--- config.mk ---
export PLATFORM = sky130hd
export DESIGN_NAME = display_source_scheduler
export DESIGN_NICKNAME = d
export VERILOG_FILES = /design/src/rtl/display_sched_pkg.sv /design/src/rtl/dwell_timer.sv /design/src/rtl/display_source_scheduler.sv
export SDC_FILE = /design/constraint.sdc
export NUM_CORES = 1
export LEC_CHECK = 0
export BUFFER_PORTS_ARGS = -buffer_cell sky130_fd_sc_hd__clkbuf_2
export CAP_MARGIN = 40
export CORE_AREA = 4 4 71 73
export DETAILED_ROUTE_END_ITERATION = 8
export DIE_AREA = 0 0 75 77
export PLACE_DENSITY = 0.78
export SETUP_SLACK_MARGIN = 0.4
export SLEW_MARGIN = 5
export SYNTH_ARGS = -nofsm -noshare
export SYNTH_HDL_FRONTEND = slang
export SYNTH_HIERARCHICAL = 1
export SYNTH_SLANG_ARGS = --single-unit
--- constraint.sdc ---
create_clock -name clk -period 2.74 [get_ports clk]
set_input_delay 0.137 -clock clk [delete_from_list [all_inputs] [get_ports clk]]
set_output_delay 0.137 -clock clk [all_outputs]
set_load 0.03 [all_outputs]
--- src/rtl/display_sched_pkg.sv ---
// Shared types and helpers for the display source scheduler.
package display_sched_pkg;

    localparam int SEL_W = 2;
    localparam int N_SRC = 4;

    typedef enum logic {
        SWITCH = 1'b0,
        HOLD   = 1'b1
    } state_t;

    // Next enabled source after cur, scanning cyclically. The last probe lands
    // back on cur, so a mask with only cur set returns cur. An empty mask also
    // returns cur.
    function automatic logic [SEL_W-1:0] next_enabled(input logic [SEL_W-1:0] cur,
                                                      input logic [N_SRC-1:0] mask);
        logic [SEL_W-1:0] nxt;
        logic [SEL_W-1:0] idx;
        logic             found;
        nxt   = cur;
        found = 1'b0;
        for (int i = 1; i <= N_SRC; i++) begin
            idx = cur + SEL_W'(i);
            if (!found && mask[idx]) begin
                nxt   = idx;
                found = 1'b1;
            end
        end
        return nxt;
    endfunction

endpackage

--- src/rtl/dwell_timer.sv ---
// Up-counter with a synchronous clear and a one-cycle terminal flag.
// done is high on the enabled cycle whose count equals COUNT-1; the counter
// wraps to zero on that same edge.
module dwell_timer #(
    parameter int COUNT = 2
) (
    input  logic clk,
    input  logic rst,
    input  logic clr,
    input  logic en,
    output logic done
);

    localparam int             CNT_W = (COUNT > 1) ? $clog2(COUNT) : 1;
    localparam logic [CNT_W-1:0] LAST  = CNT_W'(COUNT - 1);

    logic [CNT_W-1:0] count;

    assign done = en && (count == LAST);

    // Count enabled cycles, wrapping after the terminal value; clear wins over enable
    always_ff @(posedge clk) begin
        if (rst || clr) begin
            count <= '0;
        end else if (en) begin
            count <= (count == LAST) ? '0 : count + CNT_W'(1);
        end
    end

endmodule

--- src/rtl/display_source_scheduler.sv ---
// Drives the 4-to-1 display mux select, waits for the mux to settle, then
// tracks the selected source in a registered display value. Auto mode rotates
// through enabled sources with a fixed dwell; manual mode follows sel_manual.
module display_source_scheduler
    import display_sched_pkg::*;
#(
    parameter int WIDTH         = 16,
    parameter int DWELL_CYCLES  = 50_000_000,
    parameter int SETTLE_CYCLES = 2
) (
    input  logic             clk,
    input  logic             rst,
    input  logic             mode_auto,
    input  logic [1:0]       sel_manual,
    input  logic [3:0]       enable_mask,
    input  logic [WIDTH-1:0] mux_out,
    output logic [1:0]       s,
    output logic [WIDTH-1:0] display_value,
    output logic             display_valid,
    output logic             switch_pulse
);

    state_t           state;
    logic             manual_req;
    logic [SEL_W-1:0] auto_next;
    logic             settle_clr;
    logic             settle_en;
    logic             settle_done;
    logic             dwell_clr;
    logic             dwell_en;
    logic             dwell_done;

    // Manual mode retargets whenever the switches disagree with the current select
    assign manual_req = !mode_auto && (sel_manual != s);
    assign auto_next  = next_enabled(s, enable_mask);

    // Settle count runs only while switching and restarts on every select change
    assign settle_en  = (state == SWITCH);
    assign settle_clr = (state == HOLD) || manual_req;

    // Dwell count runs only while holding in auto mode; it sits at zero otherwise,
    // so entering auto mode always starts a full dwell
    assign dwell_en  = (state == HOLD) && mode_auto;
    assign dwell_clr = !dwell_en;

    dwell_timer #(
        .COUNT (SETTLE_CYCLES)
    ) u_settle (
        .clk  (clk),
        .rst  (rst),
        .clr  (settle_clr),
        .en   (settle_en),
        .done (settle_done)
    );

    dwell_timer #(
        .COUNT (DWELL_CYCLES)
    ) u_dwell (
        .clk  (clk),
        .rst  (rst),
        .clr  (dwell_clr),
        .en   (dwell_en),
        .done (dwell_done)
    );

    // Scheduler FSM: select register, display capture and switch pulse
    always_ff @(posedge clk) begin
        if (rst) begin
            state         <= SWITCH;
            s             <= '0;
            display_value <= '0;
            display_valid <= 1'b0;
            switch_pulse  <= 1'b0;
        end else begin
            switch_pulse <= 1'b0;
            case (state)
                SWITCH: begin
                    if (manual_req) begin
                        s            <= sel_manual;
                        switch_pulse <= 1'b1;
                    end else if (settle_done) begin
                        state         <= HOLD;
                        display_value <= mux_out;
                        display_valid <= 1'b1;
                    end
                end
                HOLD: begin
                    display_value <= mux_out;
                    if (manual_req) begin
                        s             <= sel_manual;
                        switch_pulse  <= 1'b1;
                        display_valid <= 1'b0;
                        state         <= SWITCH;
                    end else if (dwell_done && (auto_next != s)) begin
                        s             <= auto_next;
                        switch_pulse  <= 1'b1;
                        display_valid <= 1'b0;
                        state         <= SWITCH;
                    end
                end
                default: state <= SWITCH;
            endcase
        end
    end

endmodule

After elaboration in Yosys (flattened, before gate mapping)

Index checks and enable logic that the tools add are counted.

Multiply operators: 0
Muxes and demuxes: 38
Reductions and logical operators: 19
Bitwise logic cells: 1
Order comparisons: 4
Shifts and indexed selects: 0
$add $sub $neg: 5
Equal/unequal tests: 7
Div/mod/pow operators: 0

Operator list:

| kind                                                                    | count |
|---|---|
| 16-bit two-way mux                                                      | 2 |
| 16-bit one-hot mux with 2 select lines                                  | 1 |
| 26-bit by 1-bit adder with 26-bit output, second input constant         | 1 |
| 26-bit equality test, second input constant                             | 1 |
| 26-bit two-way mux                                                      | 1 |
| 1-bit two-way mux                                                       | 19 |
| 2-bit two-way mux                                                       | 7 |
| 2-bit by 3-bit < comparator with 1-bit output, second input constant    | 4 |
| 1-bit binary-select mux with 2-bit select                               | 4 |
| 1-bit logical AND                                                       | 8 |
| 2-bit inequality test, second input constant                            | 3 |
| 1-bit one-hot mux with 2 select lines                                   | 3 |
| 1-bit logical NOT                                                       | 5 |
| 2-bit adder, second input constant                                      | 2 |
| 2-bit inequality test                                                   | 2 |
| 2-bit one-hot mux with 2 select lines                                   | 1 |
| 2-bit AND reduction                                                     | 2 |
| 1-bit logical OR                                                        | 3 |
| 3-bit by 1-bit inequality test with 1-bit output, second input constant | 1 |
| 3-bit AND reduction                                                     | 1 |
| 2-bit by 1-bit adder with 2-bit output, second input constant           | 1 |
| 1-bit adder, second input constant                                      | 1 |
| 1-bit NOT                                                               | 1 |

Word-level logic and storage cells: 81
Memory bits (read-only): 0
Flip-flop bits (word level): 48
Memory bits (writable): 0
Output and inout port bits: 20
Memories kept: 0
Bits in latches: 0

Longest topological paths before layout

Gate-level depths: netlist of run 1.

Word-level depth: 18
Gate-level depth with buffers: 12
Gate-level depth less buffers: 9

Modules after synthesis

The synthesis of run 1 kept the hierarchy.

Modules (own cells, without submodules):

| module                   | cells each | instances | area an instance (um^2) |
|---|---|---|---|
| dwell_timer (u_dwell)    | 161        | 1         | 1338.8 |
| display_source_scheduler | 125        | 1         | 1008.5 |
| dwell_timer (u_settle)   | 4          | 1         | 46.3 |

Worst setup path before layout of run 1

OpenSTA, ideal clock, no wires.

Path kind: reg2reg
Start: reg state
End: reg s[0]
Arrival: 2.153 ns
Slack: 0.470 ns
Stages on the path, launching flop included: 12
Data required time: 2.623 ns
Cell sequence: dfxtp_1 > buf_2 > nand2_1 > inv_1 > buf_4 > and4_2 > clkbuf_1 > nand4_1 > nor3_1 > o211ai_1 > or3b_1 > a32o_1

Longest elaborated chain between the ends: 5
Elaborated cells between the ends (all ways): 8
Those cells by class: 2 x eq/ne; 1 x mux; 1 x bitwise; 4 x reduce/logical

RTL lines:

| item                                                              | line                           | text |
|---|---|---|
| start, declared                                                   | display_source_scheduler.sv:23 | `state_t state;` |
| start signal, assigned                                            | display_source_scheduler.sv:69 | `state <= SWITCH;` |
| start signal, assigned                                            | display_source_scheduler.sv:82 | `state <= HOLD;` |
| start signal, assigned                                            | display_source_scheduler.sv:93 | `state <= SWITCH;` |
| 1-bit logical AND                                                 | display_source_scheduler.sv:43 | `assign dwell_en = (state == HOLD) && mode_auto;` |
| net dwell_en                                                      | display_source_scheduler.sv:30 | `logic dwell_en;` |
| 1-bit logical AND                                                 | dwell_timer.sv:19              | `assign done = en && (count == LAST);` |
| net dwell_done                                                    | display_source_scheduler.sv:31 | `logic dwell_done;` |
| 1-bit logical AND                                                 | display_source_scheduler.sv:94 | `end else if (dwell_done && (auto_next != s)) begin` |
| 3-bit by 1-bit inequality test with 1-bit output (no source line) | n/a                            |  |
| 2-bit AND reduction (no source line)                              | n/a                            |  |
| end signal, assigned                                              | display_source_scheduler.sv:79 | `s <= sel_manual;` |
| end signal, assigned                                              | display_source_scheduler.sv:90 | `s <= sel_manual;` |
| end signal, assigned                                              | display_source_scheduler.sv:95 | `s <= auto_next;` |
| end, declared                                                     | display_source_scheduler.sv:17 | `output logic [1:0] s,` |

The timed path passes the listed nets, and every way through them passes these cells.
A chain may end at the register's enable or synchronous reset.

Worst setup path in the final report of run 1

Start: reg state
End: reg u_dwell.count[17]

Longest elaborated chain between the ends: 3

RTL lines:

| item                 | line                           | text |
|---|---|---|
| 1-bit logical AND    | display_source_scheduler.sv:43 |  |
| 1-bit logical NOT    | display_source_scheduler.sv:44 | `assign dwell_clr = !dwell_en;` |
| net dwell_clr        | display_source_scheduler.sv:29 | `logic dwell_clr;` |
| 1-bit logical OR     | dwell_timer.sv:23              | `if (rst \|\| clr) begin` |
| end signal, assigned | dwell_timer.sv:26              | `count <= (count == LAST) ? '0 : count + CNT_W'(1);` |
| end, declared        | dwell_timer.sv:17              | `logic [CNT_W-1:0] count;` |

The timed path passes the listed nets, and every way through them passes these cells.

==> impl_metrics.csv, run 1 <==
group,metric,value,unit
outcome,status,"finished, final reports clean",
routing,finalWirelength,5350,um
sta,rsz0062_at_grt,"no",
sta,hold-worst-slack,0.0510,ns
synth,synth_common_cells,"52 x nand2_1, 48 x dfxtp_1, 33 x a21oi_1",
min_path,min_to,"display_value[1]",
sta,period_needed,2.19,ns
grt,track_usage,19.3,%
critical_path,crit-reg2reg-launch,"state",
cts,tritoncts,"done",
place,gp_congestion,0.863,
die,die_y,77,um
critical_path,cp_num_buf_inv,1,
synth,yosysTopAreaCell,"dfxtp_1",
sta,setup_slack,0.551,ns
synth,ys.flop_type,"dfxtp_1",
routing,drc,0,
synth,async_reset_ff_share,0,%
place,dp_worst_setup_slack,0.487,ns
synth,syn_avg_cell_area,8.25,sq um
routing,vias,2222,
power,irDropWorstVdd,325,uV
critical_path,end_kind,"register",
critical_path,crit_start,"state",
cells_and_area,nNetsFinal,356,
synth,synth_edf_count,0,
die,die-area,0.00578,sq mm
grt,antenna_found_initial,0,
grt,grt_remaining_overflow,0,
critical_path,reg2reg_slack,0.55,ns
min_path,min_path_type,"in2reg",
sta,worstMarginPinSlew,0.483,ns
cts,cts_resized,0,
grt,grt_pass1_wl,9030,um
sta,setup_viol,0,
sta,finClkSkew,0.00394,ns
min_path,worstHoldStart,"mux_out[1]",
routing,drt_iter0_drc,213,
synth,syn_area,0.00239,sq mm
cells_and_area,final_util,62.4,%
die,core,0.00435,sq mm
critical_path,crit_chain,"nand2_1, inv_1, nand4_2, or4_4, or4_1, a21oi_1",
sta,tns,0,ns
critical_path,cp-start-kind,"register",
routing,drt-wirelength-per-cell,14.0,um
sta,hold_viol,0,
place,place_hpwl,3920,um
routing,vias_per_cell,5.82,
synth,synth_warnings,6,
routing,dr.pass1.iters,4,
cts,cts_hold_buf,0,
grt,grt_pass1_vias,2029,
cts,cts.path.max_buffers,2,
critical_path,crit_arrival,2.43,ns
die,start_util,55.0,%
routing,antenna_left,0,
critical_path,critPathSlowestCell,"or4_4",
cts,clk_pin_slew,0.09,ns
cts,clock-sinks,48,
cells_and_area,drive_above_1_share,21.8,%
critical_path,regToRegEndpoint,"u_dwell/count[17]",
critical_path,ff2ff_path_depth,6,
sta,max_freq,457,MHz
critical_path,crit_family,"simple AND/OR/NAND/NOR gates",
die,row_count,24,
synth,ys_top_cells_by_area,"dfxtp_1 40%, nand2_1 8.2%, a21oi_1 6.9%",
synth,synth.top_cell.area_share,40.1,%
synth,post_synth_num_cell_types,51,
place,io_buffers,44,
die,ios,45,
synth,ys_seq_area_share,40.1,%
synth,synth_fp_nets,317,
synth,synth_seq_cells,48,
die,die_w,75,um
critical_path,crit_fanout,10,
critical_path,critical_path_required,2.98,ns
power,p_leak,0.953,nW
cts,numCtsBuffers,5,
power,p_total,1.50,mW
cts,worstSkewPairLatency,0.30,ns
cells_and_area,antenna_cells,0,
cts,htree_levels,2,
critical_path,cpPeakStageDelay,0.64,ns
synth,synth_most_common_cell,"nand2_1",
cts,postCtsSetupBuffers,0,
sta,timing.slew.headroom,67.8,%
power,powerDensity,551,mW/mm^2
critical_path,critPathKind,"reg2reg",
sta,final.period_utilization,79.9,%
sta,drv_slew,0,
grt,grt_max_degree,24,
cells_and_area,nFillCells,370,
cells_and_area,area_growth,13.5,%
synth,synthCells,290,
flow_run,maxCapViolCount,0,
min_path,min_path_cells,3,
cts,clock-root-buffer,"clkbuf_8",
[cell usage in the layout, fill, tap and decap left out, types with 2 or more instances in the layout]
cell / synthesis / routed
a21oi_1: 33 / 33
a32o_1: 2 / 2
and2_1: 2 / 2
and3_1: 3 / 3
and4_1: 3 / 3
buf_4: 1 / 3
clkbuf_2: 1 / 44
clkbuf_8: 0 / 6
clkinvlp_4: 0 / 2
dfxtp_1: 48 / 48
ha_1: 2 / 2
inv_1: 8 / 8
nand2_1: 52 / 52
nand2b_1: 2 / 2
nand3_1: 6 / 6
nand4_1: 13 / 13
nor2_1: 21 / 21
nor3_1: 4 / 3
nor3_2: 1 / 2
nor4_1: 4 / 4
o21ai_0: 7 / 7
o31ai_1: 6 / 6
or3_1: 8 / 8
or3_2: 2 / 2
or4_1: 9 / 8
xnor2_1: 7 / 7
xor2_1: 9 / 9
[registers in the layout, indices dropped and copies added (netlist names)]
signal / cells
display_valid: 1
display_value: 16
s: 2
state: 1
switch_pulse: 1
u_dwell/count: 26
u_settle/count: 1
[logic make-up after synthesis]
kind of cell / share of synthesized area [%]
AND/OR/NAND/NOR: 29.7
AO/OA/AOI/OAI: 16.8
flip-flops: 40.1
buffers and inverters: 5.07
XOR/XNOR: 5.85
multiplexers: 1.36
adder cells (fa/ha/maj): 1.05
[routing by layer]
metal	up-vias	share of wire, %	track usage, %
met1	1032	45	24.5
met4	0	0.75	5.16
met3	6	5.3	4.44
met5	-	0	0
li1	1127	-	-
met2	57	49	32.2
[worst max-delay path by stage]
stage	endpoint	slack, ns	cells past startpoint
after floorplan	s[0]	0.47	11
after global placement	s[0]	0.58	8
after detailed placement	s[0]	0.49	8
after CTS	u_dwell/count[17]	0.47	6
after global routing	s[0]	0.42	8
final	u_dwell/count[17]	0.55	6
[worst min-delay path, stage by stage]
cell      delay, ns
clkbuf_2       0.08
nand2_1        0.04
a21oi_1        0.05
[metrics by stage]
stage               area, sq um  cells
CTS                        2710    382
detailed placement         2610    374
floorplan                  2390    290
global placement           2610    374
finish                     2720    382
global route               2720    382
[final cells by class]
type                            count  area [sq um]  area share [%]
Timing Repair Buffer               47           243            8.94
Clock buffer                        6          82.6            3.04
Sequential cell                    48           961            35.4
Tap cell                           52          65.1            2.40
Inverter                            8          30.0            1.11
Clock inverter                      2          15.0           0.553
Multi-Input combinational cell    219          1320            48.6
[power by group]
part           internal (mW)  leakage, nW  switching [mW]
registers              0.736        0.389          0.0250
clock network          0.204       0.0434           0.239
logic                 0.0985        0.521           0.194
Power figures use the tool's default switching activity.
==> run 2: changes to the inputs <==
Clock period 2.74 ns to 2.2 ns, I/O delays scaled along.
==> run 2 against run 1 <==
Clock skew is 0.011 ns higher. Hold slack lost 0.044 ns. Via count rose by 12%. Critical path type unchanged. Largest cell class unchanged. Count of clock-buffer cells in the layout decreased by 1. Total power rose by 41%. First-iteration DRC count is 29% lower. Flip-flop and latch count did not move. Register-to-register slack lost 0.40 ns. Die area did not move.
==> impl_metrics.csv, run 2 (same netlist as run 1, synthesis figures left out) <==
group,metric,value,unit
outcome,status,"finished, final reports clean",
grt,grt_pass1_vias,2229,
sta,tns,0,ns
routing,drt_iter0_drc,152,
die,core,0.00435,sq mm
place,gp_congestion,0.847,
grt,grt_max_degree,24,
cells_and_area,top_regs,"u_dwell/count (26), display_value (16), s (2)",
sta,finClkSkew,0.0151,ns
sta,drv_slew,0,
critical_path,critPathSlowestCell,"or4_4",
cells_and_area,nFillCells,314,
die,ios,45,
grt,antenna_found_initial,0,
critical_path,regToRegEndpoint,"u_dwell/count[17]",
min_path,min_path_cells,3,
min_path,worstHoldStart,"mux_out[5]",
grt,track_usage,20.7,%
cts,cts.path.max_buffers,2,
place,place_hpwl,3990,um
sta,rsz0062_at_grt,"yes",
critical_path,cpPeakStageDelay,0.60,ns
sta,timing.slew.headroom,67.8,%
cts,clk_pin_slew,0.10,ns
critical_path,critical_path_required,2.43,ns
critical_path,crit_arrival,2.28,ns
cts,clock-sinks,48,
sta,hold-worst-slack,0.00747,ns
min_path,min_to,"display_value[5]",
critical_path,crit-reg2reg-launch,"u_dwell/count[9]",
sta,period_needed,2.05,ns
sta,final.period_utilization,93.2,%
sta,setup_viol,0,
sta,max_freq,488,MHz
critical_path,crit_path_frequent_cell,"or4_4",
power,p_leak,1.16,nW
die,die_w,75,um
cells_and_area,largest_register_ffs,26,
critical_path,cp_num_buf_inv,0,
power,irDropWorstVdd,535,uV
flow_run,maxCapViolCount,0,
critical_path,end_kind,"register",
power,powerDensity,670,mW/mm^2
critical_path,cp-start-kind,"register",
cells_and_area,regMostFlops,"u_dwell/count",
cts,tritoncts,"done",
cells_and_area,fin_area,0.00315,sq mm
routing,drt-wirelength-per-cell,16.9,um
min_path,min_path_type,"in2reg",
place,placed_area,0.00267,sq mm
cts,clock-root-buffer,"clkbuf_8",
critical_path,crit_family,"simple AND/OR/NAND/NOR gates",
cells_and_area,drive_above_1_share,38.5,%
die,die-area,0.00578,sq mm
critical_path,crit_fanout,6,
cells_and_area,nNetsFinal,382,
routing,dr.pass1.iters,4,
cells_and_area,final_util,72.3,%
die,start_util,55.0,%
critical_path,crit_chain,"nand3_1, or4_4, or4_4, a21oi_1",
die,die_y,77,um
cts,cts_hold_buf,0,
routing,drc,0,
routing,antenna_left,0,
cells_and_area,layout_commonest_cell,"nand2_1",
place,dp_worst_setup_slack,0.132,ns
cells_and_area,antenna_cells,0,
place,dp_cells,377,
cts,htree_levels,2,
sta,worstMarginPinSlew,0.483,ns
sta,hold_viol,0,
critical_path,ff2ff_path_depth,4,
routing,vias_per_cell,6.08,
cells_and_area,area_growth,31.5,%
grt,grt_pass1_wl,9660,um
routing,vias,2479,
power,p_total,2.11,mW
cts,worstSkewPairLatency,0.31,ns
critical_path,reg2reg_slack,0.15,ns
cts,numCtsBuffers,5,
cells_and_area,final_cells,408,
critical_path,critPathKind,"reg2reg",
sta,setup_slack,0.149,ns
die,row_count,24,
place,io_buffers,44,
routing,finalWirelength,6880,um
grt,grt_remaining_overflow,0,
cells_and_area,final_cell_mix,"51 x nand2_1, 45 x clkbuf_2, 30 x dfxtp_1, 28 x a21oi_1, 22 x buf_4",
-- run 2: cell type report --
cell class | instances | area [sq um] | area share, %
clock buffers | 5 | 68.8 | 2.19
clock inverters | 3 | 68.8 | 2.19
inverters | 8 | 35.0 | 1.11
multi-input cells | 219 | 1450 | 46.0
flip-flops and latches | 48 | 996 | 31.6
well taps | 52 | 65.1 | 2.07
repair buffers | 73 | 467 | 14.8
-- run 2: power by group --
group,internal [mW],total (mW),leakage (nW),switching (mW)
registers,0.912,0.945,0.400,0.0325
clock network,0.458,0.768,0.0687,0.311
logic,0.145,0.396,0.691,0.251
total,1.51,2.11,1.16,0.595
-- run 2: worst register-to-register path: stages, from the launching register on --
cell and delay [ns]:
dfxtp_2 0.44, nand3_1 0.23, or4_4 0.60, or4_4 0.52, a21oi_1 0.18
-- run 2: what timing repair did --
| item | in CTS | in global routing |
|---|---|---|
| gates resized for setup | 25 | 29 |
| buffers inserted | 8 | 15 |
| endpoints found under the setup margin | 15 | 29 |
| pin swaps | 5 | 14 |
-- run 2: worst max path at each step --
stage / from / end / cells past startpoint
after floorplan: state / s[0] / 11
after global placement: state / s[0] / 8
after detailed placement: state / s[0] / 8
after CTS: u_dwell/count[0] / s[0] / 7
after global routing: state / u_dwell/count[17] / 6
final: u_dwell/count[9] / u_dwell/count[17] / 4
-- run 2: per-layer routing --
layer  vias up  wire length (um)  GRT usage (%)
met5         -                 0              0
met4         0               239           7.47
met3        32               469           4.71
met2       108              3440           34.8
met1      1162              2730           25.1
li1       1177                 -              -
==> run 3: changes to the inputs <==
Settings changed: CORE_AREA 4 4 71 73 to 4 4 99 54, DIE_AREA 0 0 75 77 to 0 0 103 58, PLACE_DENSITY 0.78 to 0.77.
==> run 3 against run 2 <==
Clock power fell by 28%. Final area fell by 0.60%. Utilization fell by 0.88 points. Die area rose by 3.4%. Critical endpoint is now s[0]. Highest routed layer unchanged. Hold slack improved by 0.015 ns. Register-to-register slack improved by 0.07 ns. Flip-flop and latch count did not move. Sequential power barely moved. Critical path type unchanged. Non-clock buffer count fell by 2.
==> impl_metrics.csv, run 3 (same netlist as run 1, synthesis figures left out) <==
group,metric,value,unit
routing,drc,0,
critical_path,cpPeakStageDelay,0.43,ns
grt,grt_max_degree,24,
critical_path,crit-reg2reg-launch,"u_dwell/count[0]",
sta,drv_slew,0,
critical_path,reg2reg_slack,0.22,ns
sta,hold-worst-slack,0.0221,ns
flow_run,maxCapViolCount,0,
sta,tns,0,ns
cells_and_area,largest_register_ffs,26,
cells_and_area,nFillCells,320,
cts,clock-root-buffer,"clkbuf_8",
grt,grt_pass1_vias,2163,
cts,cts.path.max_buffers,2,
cts,tritoncts,"done",
die,core,0.00438,sq mm
power,irDropWorstVdd,439,uV
critical_path,crit_fanout,2,
min_path,worstHoldStart,"mux_out[12]",
critical_path,crit_arrival,2.18,ns
routing,finalWirelength,6730,um
cells_and_area,final_cell_mix,"51 x nand2_1, 44 x clkbuf_2, 29 x dfxtp_1, 25 x a21oi_1, 21 x buf_4",
grt,grt_pass1_wl,9850,um
outcome,status,"finished, final reports clean",
routing,wl_met1,2680,um
die,die_w,103,um
critical_path,cp-start-kind,"register",
cts,clk_pin_slew,0.09,ns
die,start_util,54.6,%
place,gp_congestion,0.922,
routing,wl_met2,3220,um
routing,dr.pass1.iters,5,
routing,route.top_layer_used,"met4",
die,row_count,17,
critical_path,crit_start,"u_dwell/count[0]",
cts,worstSkewPairLatency,0.30,ns
sta,hold_viol,0,
min_path,min_path_type,"in2reg",
sta,final.period_utilization,90.1,%
cells_and_area,nNetsFinal,380,
power,powerDensity,600,mW/mm^2
critical_path,crit_chain,"ha_4, and3_4, nand4_1, nor3_2, o211ai_1, or3b_1, a32o_1",
place,dp_worst_setup_slack,0.0920,ns
sta,period_needed,1.98,ns
cells_and_area,area_growth,30.7,%
cells_and_area,top_regs,"u_dwell/count (26), display_value (16), s (2)",
cells_and_area,regMostFlops,"u_dwell/count",
routing,drt-wirelength-per-cell,16.4,um
critical_path,cp_num_buf_inv,0,
sta,rsz0062_at_grt,"yes",
sta,timing.slew.headroom,64.2,%
cts,clock-sinks,48,
sta,setup_slack,0.217,ns
cts,numCtsBuffers,5,
cells_and_area,final_util,71.4,%
routing,vias,2453,
sta,finClkSkew,0.00619,ns
power,p_leak,1.13,nW
grt,antenna_found_initial,0,
routing,antenna_left,0,
die,ios,45,
routing,dr_wl_met3,615,um
die,die_y,58,um
routing,vias_per_cell,5.97,
critical_path,critical_path_required,2.40,ns
cts,cts_hold_buf,0,
grt,track_usage,20.7,%
cells_and_area,antenna_cells,0,
critical_path,end_kind,"register",
place,place_hpwl,4040,um
critical_path,critPathKind,"reg2reg",
grt,grt_remaining_overflow,0,
routing,drt_iter0_drc,328,
cells_and_area,layout_commonest_cell,"nand2_1",
critical_path,crit_family,"simple AND/OR/NAND/NOR gates",
critical_path,critPathSlowestCell,"or3b_1",
cells_and_area,drive_above_1_share,39.5,%
die,die-area,0.00597,sq mm
sta,max_freq,504,MHz
sta,worstMarginPinSlew,0.532,ns
place,io_buffers,44,
sta,setup_viol,0,
cts,htree_levels,2,
-- run 3: metal layers --
metal  track usage, %  vias up
met5                0        -
met4             5.72        0
met3             5.89       29
met2             35.7      159
met1             25.3     1101
li1                 -     1164
-- run 3: final timing paths --
check                                         end  cells past startpoint
worst min-delay path            display_value[12]                      3
worst max-delay path                         s[0]                      7
worst max register to register               s[0]                      7
worst min register to register  display_value[12]                      2
-- run 3: cell type report --
| class | count | area (sq um) | area share [%] |
|---|---|---|---|
| tap | 57 | 71.3 | 2.28 |
| clock buffer | 6 | 82.6 | 2.64 |
| multi-input combinational | 219 | 1480 | 47.3 |
| clock inverter | 2 | 13.8 | 0.440 |
| inverter | 8 | 35.0 | 1.12 |
| timing repair buffer | 71 | 445 | 14.2 |
| sequential | 48 | 1000 | 32.0 |
-- run 3: worst reg2reg max path: cells and delay by family, from the launching register on --
kind	cells	cell delay (ns)
flops	1	0.37
fa+ha+maj	1	0.13
simple gates	4	1.01
compound gates	2	0.37
-- run 3: report_power, final --
group	internal, mW	leakage, nW	total, mW	switching, mW
Sequential	0.909	0.401	0.943	0.0341
Clock	0.257	0.0516	0.555	0.298
Combinational	0.131	0.676	0.380	0.249
-- run 3: metrics by stage --
step / power, mW / std cells / instance area, sq um
floorplan: 1.25 / 290 / 2460
global placement: 1.33 / 382 / 2670
detailed placement: 1.34 / 382 / 2670
CTS: 1.89 / 403 / 2950
global route: 1.97 / 411 / 3130
finish: 1.88 / 411 / 3130
-- run 3: timing repair --
action                                  4_1_cts  5_1_grt
pin swaps                                    17       18
cloned                                        0        0
endpoints found under the setup margin       14       28
gates resized for setup                      25       39
buffers inserted                             13        8
